<file path="src/rtl/fano_sync_pkg.sv">
// rtl/fano_sync_pkg.sv - shared state encoding and saturating helpers for the sync scheduler
package fano_sync_pkg;

    typedef enum logic [2:0] {
        IDLE,
        FLUSH,
        SEARCH,
        VERIFY,
        LOCKED
    } state_t;

    // Helpers work on a 32-bit carrier; callers cast to their own width (<= 32).
    localparam int SAT_W = 32;

    function automatic logic [SAT_W-1:0] sat_inc(input logic [SAT_W-1:0] v,
                                                 input logic [SAT_W-1:0] max_v);
        return (v >= max_v) ? v : v + 32'd1;
    endfunction

    function automatic logic [SAT_W-1:0] sat_dec(input logic [SAT_W-1:0] v);
        return (v == '0) ? v : v - 32'd1;
    endfunction

endpackage

</file>
<file path="src/rtl/sync_window_meter.sv">
// rtl/sync_window_meter.sv - per-window vld/metric counters with latched dwell and threshold
module sync_window_meter
    import fano_sync_pkg::*;
#(
    parameter int CNT_W = 24
) (
    input  logic             clk,
    input  logic             reset_n,
    input  logic             open,
    input  logic             start,
    input  logic             vld,
    input  logic             t_up,
    input  logic             t_down,
    input  logic [CNT_W-1:0] dwell_len,
    input  logic [CNT_W-1:0] good_thr,
    output logic             win_done,
    output logic             win_good
);

    logic [CNT_W-1:0] vld_cnt;
    logic [CNT_W-1:0] metric;
    logic [CNT_W-1:0] metric_nxt;
    logic [CNT_W-1:0] dwell_q;
    logic [CNT_W-1:0] thr_q;
    logic [CNT_W-1:0] dwell_eff;
    logic             last_vld;

    always_comb begin
        dwell_eff  = (dwell_len == '0) ? CNT_W'(1) : dwell_len;
        metric_nxt = metric;
        if (t_up) begin
            metric_nxt = CNT_W'(sat_inc(SAT_W'(metric), SAT_W'({CNT_W{1'b1}})));
        end else if (t_down) begin
            metric_nxt = CNT_W'(sat_dec(SAT_W'(metric)));
        end
        last_vld = vld && ((vld_cnt + CNT_W'(1)) == dwell_q);
    end

    always_ff @(posedge clk) begin
        if (!reset_n) begin
            vld_cnt  <= '0;
            metric   <= '0;
            dwell_q  <= CNT_W'(1);
            thr_q    <= '0;
            win_done <= 1'b0;
            win_good <= 1'b0;
        end else if (start) begin
            vld_cnt  <= '0;
            metric   <= '0;
            dwell_q  <= dwell_eff;
            thr_q    <= good_thr;
            win_done <= 1'b0;
            win_good <= 1'b0;
        end else if (!open) begin
            vld_cnt  <= '0;
            metric   <= '0;
            win_done <= 1'b0;
            win_good <= 1'b0;
        end else begin
            win_done <= 1'b0;
            metric   <= metric_nxt;
            if (last_vld) begin
                // Verdict includes this cycle's event; the next window starts clean with fresh config.
                win_done <= 1'b1;
                win_good <= (metric_nxt > thr_q);
                vld_cnt  <= '0;
                metric   <= '0;
                dwell_q  <= dwell_eff;
                thr_q    <= good_thr;
            end else if (vld) begin
                vld_cnt <= vld_cnt + CNT_W'(1);
            end
        end
    end

endmodule

</file>
<file path="src/rtl/sync_hypothesis_scheduler.sv">
// rtl/sync_hypothesis_scheduler.sv - sweeps (phase x depuncturer) hypotheses with lock hysteresis
module sync_hypothesis_scheduler
    import fano_sync_pkg::*;
#(
    parameter int N_PHASE   = 4,
    parameter int N_DEPERF  = 2,
    parameter int CNT_W     = 24,
    parameter int HYST_W    = 4,
    parameter int FLUSH_CYC = 16,
    localparam int PH_W = (N_PHASE > 1) ? $clog2(N_PHASE) : 1,
    localparam int DP_W = (N_DEPERF > 1) ? $clog2(N_DEPERF) : 1
) (
    input  logic              clk,
    input  logic              reset_n,
    input  logic              i_vld,
    input  logic              i_T_up,
    input  logic              i_T_down,
    input  logic              i_restart,
    input  logic [CNT_W-1:0]  i_dwell_len,
    input  logic [CNT_W-1:0]  i_good_thr,
    input  logic [HYST_W-1:0] i_lock_cnt,
    input  logic [HYST_W-1:0] i_unlock_cnt,
    output logic [PH_W-1:0]   o_phase,
    output logic [DP_W-1:0]   o_deperf_st,
    output logic              o_hyp_load,
    output logic              o_llr_reset,
    output logic              o_is_sync,
    output logic              o_sweep_wrap
);

    localparam int FL_W = (FLUSH_CYC > 1) ? $clog2(FLUSH_CYC) : 1;

    state_t            state, state_nxt;
    logic [PH_W-1:0]   phase, phase_nxt;
    logic [DP_W-1:0]   deperf, deperf_nxt;
    logic [HYST_W-1:0] good_cnt, good_nxt;
    logic [HYST_W-1:0] bad_cnt, bad_nxt;
    logic [HYST_W-1:0] lock_eff, unlock_eff;
    logic [FL_W-1:0]   flush_cnt, flush_nxt;
    logic              hyp_load, hyp_load_nxt;
    logic              sweep_wrap, sweep_wrap_nxt;
    logic              is_sync;
    logic              advance;
    logic              win_start;
    logic              win_open;
    logic              win_done;
    logic              win_good;

    assign win_open = (state == SEARCH) || (state == VERIFY) || (state == LOCKED);

    sync_window_meter #(
        .CNT_W (CNT_W)
    ) u_meter (
        .clk       (clk),
        .reset_n   (reset_n),
        .open      (win_open),
        .start     (win_start),
        .vld       (i_vld),
        .t_up      (i_T_up),
        .t_down    (i_T_down),
        .dwell_len (i_dwell_len),
        .good_thr  (i_good_thr),
        .win_done  (win_done),
        .win_good  (win_good)
    );

    always_comb begin
        state_nxt      = state;
        phase_nxt      = phase;
        deperf_nxt     = deperf;
        good_nxt       = good_cnt;
        bad_nxt        = bad_cnt;
        flush_nxt      = flush_cnt;
        hyp_load_nxt   = 1'b0;
        sweep_wrap_nxt = 1'b0;
        advance        = 1'b0;
        win_start      = 1'b0;
        lock_eff       = (i_lock_cnt == '0) ? HYST_W'(1) : i_lock_cnt;
        unlock_eff     = (i_unlock_cnt == '0) ? HYST_W'(1) : i_unlock_cnt;

        case (state)
            IDLE: begin
                state_nxt    = FLUSH;
                hyp_load_nxt = 1'b1;
                flush_nxt    = '0;
            end
            FLUSH: begin
                if (flush_cnt == FL_W'(FLUSH_CYC - 1)) begin
                    state_nxt = SEARCH;
                    win_start = 1'b1;
                end else begin
                    flush_nxt = flush_cnt + FL_W'(1);
                end
            end
            SEARCH: begin
                if (win_done) begin
                    if (!win_good) begin
                        advance = 1'b1;
                    end else if (lock_eff == HYST_W'(1)) begin
                        state_nxt = LOCKED;
                        bad_nxt   = '0;
                    end else begin
                        state_nxt = VERIFY;
                        good_nxt  = HYST_W'(1);
                    end
                end
            end
            VERIFY: begin
                if (win_done) begin
                    if (!win_good) begin
                        advance = 1'b1;
                    end else begin
                        good_nxt = good_cnt + HYST_W'(1);
                        if ((good_cnt + HYST_W'(1)) == lock_eff) begin
                            state_nxt = LOCKED;
                            bad_nxt   = '0;
                        end
                    end
                end
            end
            LOCKED: begin
                if (win_done) begin
                    if (win_good) begin
                        bad_nxt = '0;
                    end else if ((bad_cnt + HYST_W'(1)) == unlock_eff) begin
                        advance = 1'b1;
                    end else begin
                        bad_nxt = bad_cnt + HYST_W'(1);
                    end
                end
            end
            default: state_nxt = IDLE;
        endcase

        // Phase is the inner loop of the sweep, depuncturer state the outer one.
        if (advance) begin
            if (phase == PH_W'(N_PHASE - 1)) begin
                phase_nxt = '0;
                if (deperf == DP_W'(N_DEPERF - 1)) begin
                    deperf_nxt     = '0;
                    sweep_wrap_nxt = 1'b1;
                end else begin
                    deperf_nxt = deperf + DP_W'(1);
                end
            end else begin
                phase_nxt = phase + PH_W'(1);
            end
            state_nxt    = FLUSH;
            hyp_load_nxt = 1'b1;
            good_nxt     = '0;
            bad_nxt      = '0;
            flush_nxt    = '0;
        end

        if (i_restart) begin
            phase_nxt      = '0;
            deperf_nxt     = '0;
            state_nxt      = FLUSH;
            hyp_load_nxt   = 1'b1;
            sweep_wrap_nxt = 1'b0;
            good_nxt       = '0;
            bad_nxt        = '0;
            flush_nxt      = '0;
            win_start      = 1'b0;
        end
    end

    always_ff @(posedge clk) begin
        if (!reset_n) begin
            state      <= IDLE;
            phase      <= '0;
            deperf     <= '0;
            good_cnt   <= '0;
            bad_cnt    <= '0;
            flush_cnt  <= '0;
            hyp_load   <= 1'b0;
            sweep_wrap <= 1'b0;
            is_sync    <= 1'b0;
        end else begin
            state      <= state_nxt;
            phase      <= phase_nxt;
            deperf     <= deperf_nxt;
            good_cnt   <= good_nxt;
            bad_cnt    <= bad_nxt;
            flush_cnt  <= flush_nxt;
            hyp_load   <= hyp_load_nxt;
            sweep_wrap <= sweep_wrap_nxt;
            is_sync    <= (state_nxt == LOCKED);
        end
    end

    assign o_phase      = phase;
    assign o_deperf_st  = deperf;
    assign o_hyp_load   = hyp_load;
    assign o_llr_reset  = (state == FLUSH);
    assign o_is_sync    = is_sync;
    assign o_sweep_wrap = sweep_wrap;

endmodule

</file>
<file path="config.mk">
export PLATFORM = sky130hd
export DESIGN_NAME = sync_hypothesis_scheduler
export DESIGN_NICKNAME = d
export VERILOG_FILES = /design/src/rtl/fano_sync_pkg.sv /design/src/rtl/sync_window_meter.sv /design/src/rtl/sync_hypothesis_scheduler.sv
export SDC_FILE = /design/constraint.sdc
export NUM_CORES = 1
export LEC_CHECK = 0
export ABC_AREA = 1
export ABC_CLOCK_PERIOD_IN_PS = 3600
export BUFFER_PORTS_ARGS = -buffer_cell sky130_fd_sc_hd__buf_2
export CAP_MARGIN = 10
export CORE_UTILIZATION = 50
export CTS_BUF_LIST = sky130_fd_sc_hd__clkbuf_4 sky130_fd_sc_hd__clkbuf_8
export DETAILED_ROUTE_END_ITERATION = 8
export GPL_TIMING_DRIVEN = 0
export PLACE_DENSITY = 0.68
export REMOVE_ABC_BUFFERS = 1
export SLEW_MARGIN = 15
export SYNTH_ARGS = -nofsm -noshare
export SYNTH_HDL_FRONTEND = slang
export SYNTH_SLANG_ARGS = --single-unit
</file>
<file path="constraint.sdc">
create_clock -name clk -period 3.6 [get_ports clk]
set_input_delay 0.36 -clock clk [delete_from_list [all_inputs] [get_ports clk]]
set_output_delay 0.36 -clock clk [all_outputs]
set_load 0.05 [all_outputs]
</file>
; After elaboration in Yosys (flattened, before gate mapping)
; Cells that the tools add are included.
[totals]
wordCells = 131
reg_bits = 119
output_inout_bits = 7
[classes]
bitwise_logic = 4
addsub = 8
n_reduce_logical = 24
magnitude_cmp = 2
n_eq_ne = 21
mux = 57
[op_table]
columns = cell, count
row1 = 2-to-1 mux 24 bit, 11
row2 = 2-to-1 mux 4 bit, 17
row3 = "adder 24 x 1 -> 24 bit, second input constant", 2
row4 = logical NOT 24 bit, 2
row5 = 2-to-1 mux 3 bit, 9
row6 = == test 24 bit, 1
row7 = "greater-or-equal comparator 24 bit, second input constant", 1
row8 = > comparator 24 bit, 1
row9 = "subtractor 24 x 1 -> 24 bit, second input constant", 1
row10 = case mux 4 bit (2 select lines), 2
row11 = case mux 3 bit (5 select lines), 1
row12 = 2-to-1 mux 1 bit, 14
row13 = "inequality test 2 x 1 -> 1 bit, second input constant", 7
row14 = "adder 4 x 1 -> 4 bit, second input constant", 3
row15 = case mux 4 bit (3 select lines), 1
row16 = AND reduction 9 bit, 1
row17 = == test 4 bit, 2
row18 = logical NOT 4 bit, 2
row19 = nonzero test 2 bit, 4
row20 = OR reduction 4 bit, 2
row21 = "== test 3 x 2 -> 1 bit, second input constant", 2
row22 = "== test 3 bit, second input constant", 2
row23 = AND reduction 2 bit, 3
row24 = AND reduction 6 bit, 1
row25 = 17 further kinds, 24

; Longest topological paths before layout
; Gate-level depths: netlist of the first run.
[depth]
depth_word = 10
ltp_mapped = 25
depth_no_buf = 25

; By module
; A second synthesis of the first run with hierarchy kept.
[unflattened]
cells_unflattened = 1384
area_unflattened_um2 = 8520.7
[by_module_without_submodules]
columns = module, seq_area_each_um2, area_per_inst_um2, cells_each, instances
row1 = sync_window_meter, 1961.9, 7100.6, 1162, 1
row2 = sync_hypothesis_scheduler, 420.4, 1420.1, 222, 1

; Worst setup path before layout of the first run
; No wires, ideal clock.
[synth_path]
kind = flip-flop to flip-flop
from = register state[2]
to = register u_meter.thr_q[5]
stages_incl_launch_ff = 8
setup_ns = 0.116
arrival_time_ns = 2.940
setup_slack_ns = 0.544
path_cell_list = dfxtp_1 -> clkbuf_1 -> nor3_1 -> nand3_1 -> clkbuf_1 -> buf_1 -> a21oi_1 -> nor2_1
[synth_via]
elab_chain_cells = 5
elab_cells_between_ends = 12
cone_classes = eq/ne: 4 / mux: 3 / reduce/logical: 5
[synth_rtl]
columns = element, line
row1 = "start, declared", sync_hypothesis_scheduler.sv:33  ; state_t state, state_nxt;
row2 = "start signal, assigned", sync_hypothesis_scheduler.sv:180  ; state <= state_nxt;
row3 = == test 3 x 1 -> 1 bit *, --
row4 = named net o_llr_reset, sync_hypothesis_scheduler.sv:26  ; output logic o_llr_reset,
row5 = 2-to-1 mux 1 bit *, sync_hypothesis_scheduler.sv:81  ; case (state)
row6 = 2-to-1 mux 1 bit *, sync_hypothesis_scheduler.sv:155  ; if (i_restart) begin
row7 = nonzero test 2 bit (no line), --
row8 = AND reduction 2 bit (no line), --
row9 = "end signal, assigned", sync_window_meter.sv:51  ; thr_q <= good_thr;
row10 = "end signal, assigned", sync_window_meter.sv:69  ; thr_q <= good_thr;
row11 = "end, declared", sync_window_meter.sv:24  ; logic [CNT_W-1:0] thr_q;
; Mark *: on every way through the listed nets, which the timed path passes. The rest lies on a longest branch.
; A chain may end at the register's enable or synchronous reset.

; Final worst setup path of the first run
[layout_path]
from = register u_meter.metric[9]
to = register u_meter.win_good
[layout_via]
elab_chain_cells = 5
elab_cells_between_ends = 9
cone_classes = add/sub: 2 / order compare: 2 / mux: 4 / reduce/logical: 1
[layout_rtl]
columns = element, line
row1 = "start, declared", sync_window_meter.sv:21  ; logic [CNT_W-1:0] metric;
row2 = "start signal, assigned", sync_window_meter.sv:61  ; metric <= metric_nxt;
row3 = subtractor 24 x 1 -> 24 bit / logical NOT 24 bit (equally long branches), fano_sync_pkg.sv:21  ; return (v == '0) ? v : v - 32'd1;
row4 = 2-to-1 mux 24 bit, fano_sync_pkg.sv:21
row5 = 2-to-1 mux 24 bit, sync_window_meter.sv:33  ; end else if (t_down) begin
row6 = 2-to-1 mux 24 bit *, sync_window_meter.sv:31  ; if (t_up) begin
row7 = named net u_meter.metric_nxt[9], sync_window_meter.sv:22  ; logic [CNT_W-1:0] metric_nxt;
row8 = > comparator 24 bit *, sync_window_meter.sv:65  ; win_good <= (metric_nxt > thr_q);
row9 = "end signal, assigned", sync_window_meter.sv:65
row10 = "end, declared", sync_window_meter.sv:17  ; output logic win_good
; Marked as above.

==> results.toml, run 1 <==
[run_status]
status = "completed"

[critical_path]
cp-end-kind = "flop"
cp_common_cell = "nand2_1"
slowest_stage = "dfxtp_1"
cp-start-kind = "flop"
critical_path.cell_chain = "inv_1 > and3_1 > nand2_1 > nor2_2 > nand2_1 > nand2_4 > nor2_4 > inv_4 > buf_4 > o22ai_1 > or2_1 > nand2_1 > ha_1 > a21oi_1 > o21ai_0 > nand3_1 > nand2_1 > nand2_1 > nand2_1 > nand2_1 > o2111ai_1 > o22ai_2 > o22ai_1"
path_class = "flop to flop"
crit_fanout = 5
slowest_delay_ps = 390
worstPathArrival_ps = 3690
worstPathRequired_ps = 3930

[placed_design]
port_buffers = 68
gp_congestion = 0.9226
hpwl_um = 14230
place_area_sq_mm = 0.008386

[clocking]
h-tree-depth = 4
clock_path_buffers = 2
numCtsBuffers = 17
clock_latency_ps = 450
cts_tree = "done"
clk_pin_slew_ps = 80
cts_num_sinks = 119
clock-root-buffer = "clkbuf_8"

[finish]
syn2layout_area_growth_pct = 15.61
nets = 1401
design_area_sq_mm = 0.009072
utilization_pct = 59.46
layout-drive-gt1-share_pct = 16.20
diodes = 0

[timing]
hold_viol_final = 0
fmax_mhz = 298.0
fin_crit_sh_pct = 93.20
finalSetupViolations = 0
fin_crit_ps = 3355
relSlewSlack_pct = 29.15
drv_slew = 0
tightest_slew_ps = 1063
whs_ps = 129.6
clock_skew_ps = 10.24

[synth]
seq_area_frac_synth_pct = 30.36
async_flop_share_pct = 0
ys_types = 47
yosysWarnings = 0
synthFlopType = "dfxtp_1"
syn_area_sq_mm = 0.007848
synth_edf_count = 0
ys_seq_elements = 119
synth.avg_cell_area_sq_um = 6.329
synth_cells = 1240

[route]
via_per_inst = 5.107
drt-initial-drc-count = 510
vias = 7824
firstDrtPassIters = 5
wl_um = 19510
drc_errors = 0
ant_nets = 0
wl_per_cell_um = 12.74

[job]
maxCapViolCount = 0

[grt]
antenna_found_initial = 0
grt_pass1_vias = 6872
overflow = 0
grt_usage_pct = 24.80
grt_pass1_wl_um = 32130
grt_max_degree = 51

[power]
vdd_drop_max_uv = 357.3
power_per_cell_area_mw_per_mm2 = 309.2
p_leak_nw = 4.381

[die]
die_w_um = 127.3
coreArea_sq_mm = 0.01526
die_area_sq_mm = 0.01620
row_count = 45
io_pins = 69
start_util_pct = 51.43
die_y_um = 127.3

[min_path]
hold_class = "input pin to flop"
[cell type report]
cell class	instances	area, sq um
Clock buffer	18	247.7
Clock inverter	14	181.4
Fill cell	1519	6186
Inverter	172	648.1
Multi-Input combinational cell	912	4801
Sequential cell	119	2392
Tap cell	211	264.0
Timing Repair Buffer	86	538.0
[state kept, by name, summed over array words and instances, names as in the netlist, 2 cells and up]
register         cells
bad_cnt              4
flush_cnt            4
good_cnt             4
o_phase              2
state                3
u_meter.dwell_q     24
u_meter.metric      24
u_meter.thr_q       24
u_meter.vld_cnt     24
[worst max-delay path, delay by kind of cell (launching register included)]
family / cells / cell delay (ps)
AOI/OAI and AO/OA: 6 / 820
adders and majority gates: 1 / 290
buffers and inverters: 3 / 330
DFF: 1 / 390
and+or+nand+nor: 13 / 1400
[power breakdown]
group          switching [mW]  internal, mW  leakage (nW)
Combinational          0.0985        0.0567          3.20
Clock                   0.567         0.764         0.214
Sequential            0.00160          1.32         0.962
[metrics by stage]
stage               std cells  TNS, ps  worst slack [ps]  power [mW]
global placement         1482   -88940             -1964       1.498
detailed placement       1487   -445.2            -445.2       1.501
global route             1532   -3.718            -3.718       2.903
finish                   1532        0             244.8       2.805
floorplan                1203   -80220             -1672       1.421
CTS                      1521        0             8.589       2.831
[Yosys cell counts, types with 6 or more instances]
cell type	instances	area share, %
a21oi_2	35	3.9
nand4_1	18	1.4
inv_1	166	7.9
xnor2_1	9	1.0
a21oi_1	45	2.9
nor4_1	11	0.88
nor2_2	6	0.48
nor3_1	26	1.7
ha_1	31	4.9
dfxtp_1	119	30
buf_2	8	0.51
xor2_1	26	2.9
clkbuf_1	22	1.1
nand3_1	134	8.5
o22ai_1	8	0.64
o21ai_0	51	3.3
nand2_1	295	14
nor2_1	182	8.7
[cells by family (layout without fill, tap and decap cells)]
group,Yosys count,in the layout,share of synthesized area (%)
AO/OA/AOI/OAI,154,154,12.17
XOR/XNOR,35,35,3.906
adder cells (fa/ha/maj),31,31,4.943
buffers and inverters,209,290,10.65
flip-flops,119,119,30.36
AND/OR/NAND/NOR,692,692,37.98
[cell usage in the layout (no fill, tap or decap), types with 2 or more instances in the layout]
cell,instances
a21oi_1,45
clkbuf_8,18
nand2_2,7
a21oi_2,35
and2_1,3
nand3_2,5
inv_2,8
nor3_1,22
nand3_1,129
nand2_1,289
clkinv_2,6
o21ai_1,3
nand2_4,2
buf_12,5
ha_1,30
dfxtp_2,5
nor2_1,176
buf_4,13
o21bai_1,2
nor2_4,5
o21ai_0,50
xor2_1,26
nor4_4,2
inv_1,162
or2_2,2
o21ai_2,2
nor2_2,10
nor3_4,3
nor3_2,3
bufinv_16,4
and3_1,2
o22ai_1,7
dfxtp_1,113
nor4_1,10
nand4_1,18
clkinvlp_4,3
buf_2,68
xnor2_1,9
[layer usage]
metal  part of all wire (%)  vias to the layer above  track usage, %
li1                       -                     4125               -
met1                     50                     3510           33.82
met2                     45                      167           39.92
met3                    4.2                       22           5.025
met4                    1.2                        0           6.373
met5                      0                        -               0
[path summary, 6_finish.rpt]
check	start	to	slack, ps	cells past startpoint
worst max-delay path	u_meter.metric[9]	u_meter.win_good	240	23
worst min-delay path	i_good_thr[19]	u_meter.thr_q[19]	130	3
worst max register to register	u_meter.metric[9]	u_meter.win_good	240	23
worst min register to register	o_deperf_st	o_deperf_st	470	2
[repair_timing]
item | in CTS | in global routing
hold buffers | 0 | 0
endpoints found under the setup margin | 1 | 1
buffers inserted | 2 | 11
gates cloned | 0 | 0
pin swaps | 1 | 8
resized for setup | 8 | 37
(Power assumes the default switching activity.)
==> run 2: changes to the inputs <==
--- a/config.mk
+++ b/config.mk
@@ -13,7 +13,7 @@
 export CTS_BUF_LIST = sky130_fd_sc_hd__clkbuf_4 sky130_fd_sc_hd__clkbuf_8
 export DETAILED_ROUTE_END_ITERATION = 8
 export GPL_TIMING_DRIVEN = 0
-export PLACE_DENSITY = 0.68
+export PLACE_DENSITY = 0.7
 export REMOVE_ABC_BUFFERS = 1
 export SLEW_MARGIN = 15
 export SYNTH_ARGS = -nofsm -noshare
==> results.toml, run 2 (synthesis results as in run 1) <==
[timing]
fmax_mhz = 296.4
tightest_slew_ps = 1105
hold_viol_final = 0
fin_crit_ps = 3374
clock_skew_ps = 10.50
whs_ps = 106.6
drv_slew = 0
relSlewSlack_pct = 26.36
fin_crit_sh_pct = 93.73
grt_setup_unrepaired = "yes"
finalSetupViolations = 0

[die]
die_y_um = 127.3
io_pins = 69
row_count = 45
die_w_um = 127.3
die_area_sq_mm = 0.01620
coreArea_sq_mm = 0.01526
start_util_pct = 51.43

[route]
vias = 7821
wl_um = 19610
firstDrtPassIters = 5
wl_per_cell_um = 12.87
drc_errors = 0
via_per_inst = 5.135
ant_nets = 0
drt-initial-drc-count = 531

[clocking]
clock_latency_ps = 470
clock_path_buffers = 2
ctsHoldBuffers = 0
numCtsBuffers = 17
cts_tree = "done"
h-tree-depth = 4
clk_pin_slew_ps = 80
cts_num_sinks = 119
clock-root-buffer = "clkbuf_8"

[finish]
mostFrequentLayoutCells = "nand2_1, nor2_1, inv_1"
layout-drive-gt1-share_pct = 15.02
final_cells = 1523
diodes = 0
nets = 1392
syn2layout_area_growth_pct = 14.70
fillers = 1535
layout_commonest_cell = "nand2_1"

[grt]
grt_usage_pct = 25.13
grt_pass1_wl_um = 32260
grt_max_degree = 51
overflow = 0
antenna_found_initial = 0
grt_pass1_vias = 6929

[critical_path]
critical_path_depth = 24
slowest_delay_ps = 380
crit_fanout = 5
worstPathRequired_ps = 3940
cp-start-kind = "flop"
cp-end-kind = "flop"
path_buf_inv = 3
crit_family = "simple AND/OR/NAND/NOR gates"
slowest_stage = "dfxtp_1"
worstPathArrival_ps = 3710
r2r_cells = 24
critical_path.cell_chain = "inv_2 > ha_4 > nand2_1 > nor2_4 > nand2_1 > nor2_2 > nand2_1 > nand2_4 > inv_1 > nand3_1 > o21ai_0 > xor2_1 > inv_1 > ha_1 > nand2_1 > o21ai_0 > nand3_1 > nand2_1 > nand2_1 > nand2_1 > nand2_1 > o2111ai_1 > o22ai_2 > o22ai_1"
cp_common_cell = "nand2_1"
path_class = "flop to flop"

[min_path]
hold_class = "input pin to flop"
min_path_cells = 3

[run_status]
status = "completed"

[placed_design]
hpwl_um = 14280
gp_congestion = 0.9133
port_buffers = 68
placed_cells = 1487

[power]
power.total_mw = 2.827
power_per_cell_area_mw_per_mm2 = 314.1
vdd_drop_max_uv = 275.9
p_leak_nw = 4.290

[job]
maxCapViolCount = 0
[run 2: cell count changes in the layout (fill, tap and decap cells not counted), moves of 3 or more]
cell,before,now
clkinv_2,6,1
nand3_2,5,2
clkinvlp_4,3,7
buf_4,13,3
nand3_1,129,132
[run 2: repair_timing]
item	CTS	global route
setup endpoints to repair	1	33
pin swaps	1	6
setup buffers	0	3
gates cloned	0	1
resized for setup	8	26
[run 2: path summary, 6_finish.rpt]
| kind | from | endpoint | slack [ps] |
|---|---|---|---|
| setup / recovery | u_meter.metric[1] | u_meter.win_good | 230 |
| hold / removal | i_good_thr[9] | u_meter.thr_q[9] | 110 |
| setup reg to reg | u_meter.metric[1] | u_meter.win_good | 230 |
| hold reg to reg | o_deperf_st | o_deperf_st | 460 |
[run 2: report_power, final]
part           leakage [nW]  internal (mW)  switching [mW]  total, mW
sequential            0.961           1.32         0.00151       1.32
clock                 0.196          0.754           0.598       1.35
combinational          3.13         0.0566           0.100      0.157
[run 2: worst reg2reg max path: cells and delay by family (launching register included)]
kind,cells,cell delay (ps)
XOR/XNOR,1,220
AO/OA/AOI/OAI,5,850
adder cells (fa/ha/maj),2,450
flip-flops,1,380
AND/OR/NAND/NOR,13,1070
buffers and inverters,3,260
[run 2: metal layers]
| layer | vias to the layer above | global-route usage (%) | share of wire (%) |
|---|---|---|---|
| met5 | - | 0 | 0 |
| met4 | 0 | 9.944 | 1.8 |
| met3 | 25 | 4.481 | 4.7 |
| met2 | 186 | 39.02 | 44 |
| met1 | 3490 | 34.52 | 50 |
| li1 | 4120 | - | - |
[run 2: area by class of cell]
cell class	count	area (sq um)	area share [%]
sequential	119	2387	26.52
tap	211	264.0	2.933
clock inverter	15	203.9	2.266
multi-input combinational	913	4786	53.17
clock buffer	17	234.0	2.599
inverter	172	648.1	7.200
timing repair buffer	76	478.0	5.310
[run 2: per-stage QoR]
stage	util, %	setup slack (ps)	setup TNS [ps]	cell area, sq um
2_1_floorplan	-	-1672	-80220	7657
3_3_place_gp	54.15	-1979	-88380	8262
3_5_place_dp	55.06	-467.1	-473.0	8401
4_1_cts	58.08	14.04	0	8862
5_1_grt	58.99	-17.75	-17.75	9001
6_report	58.99	225.6	0	9001
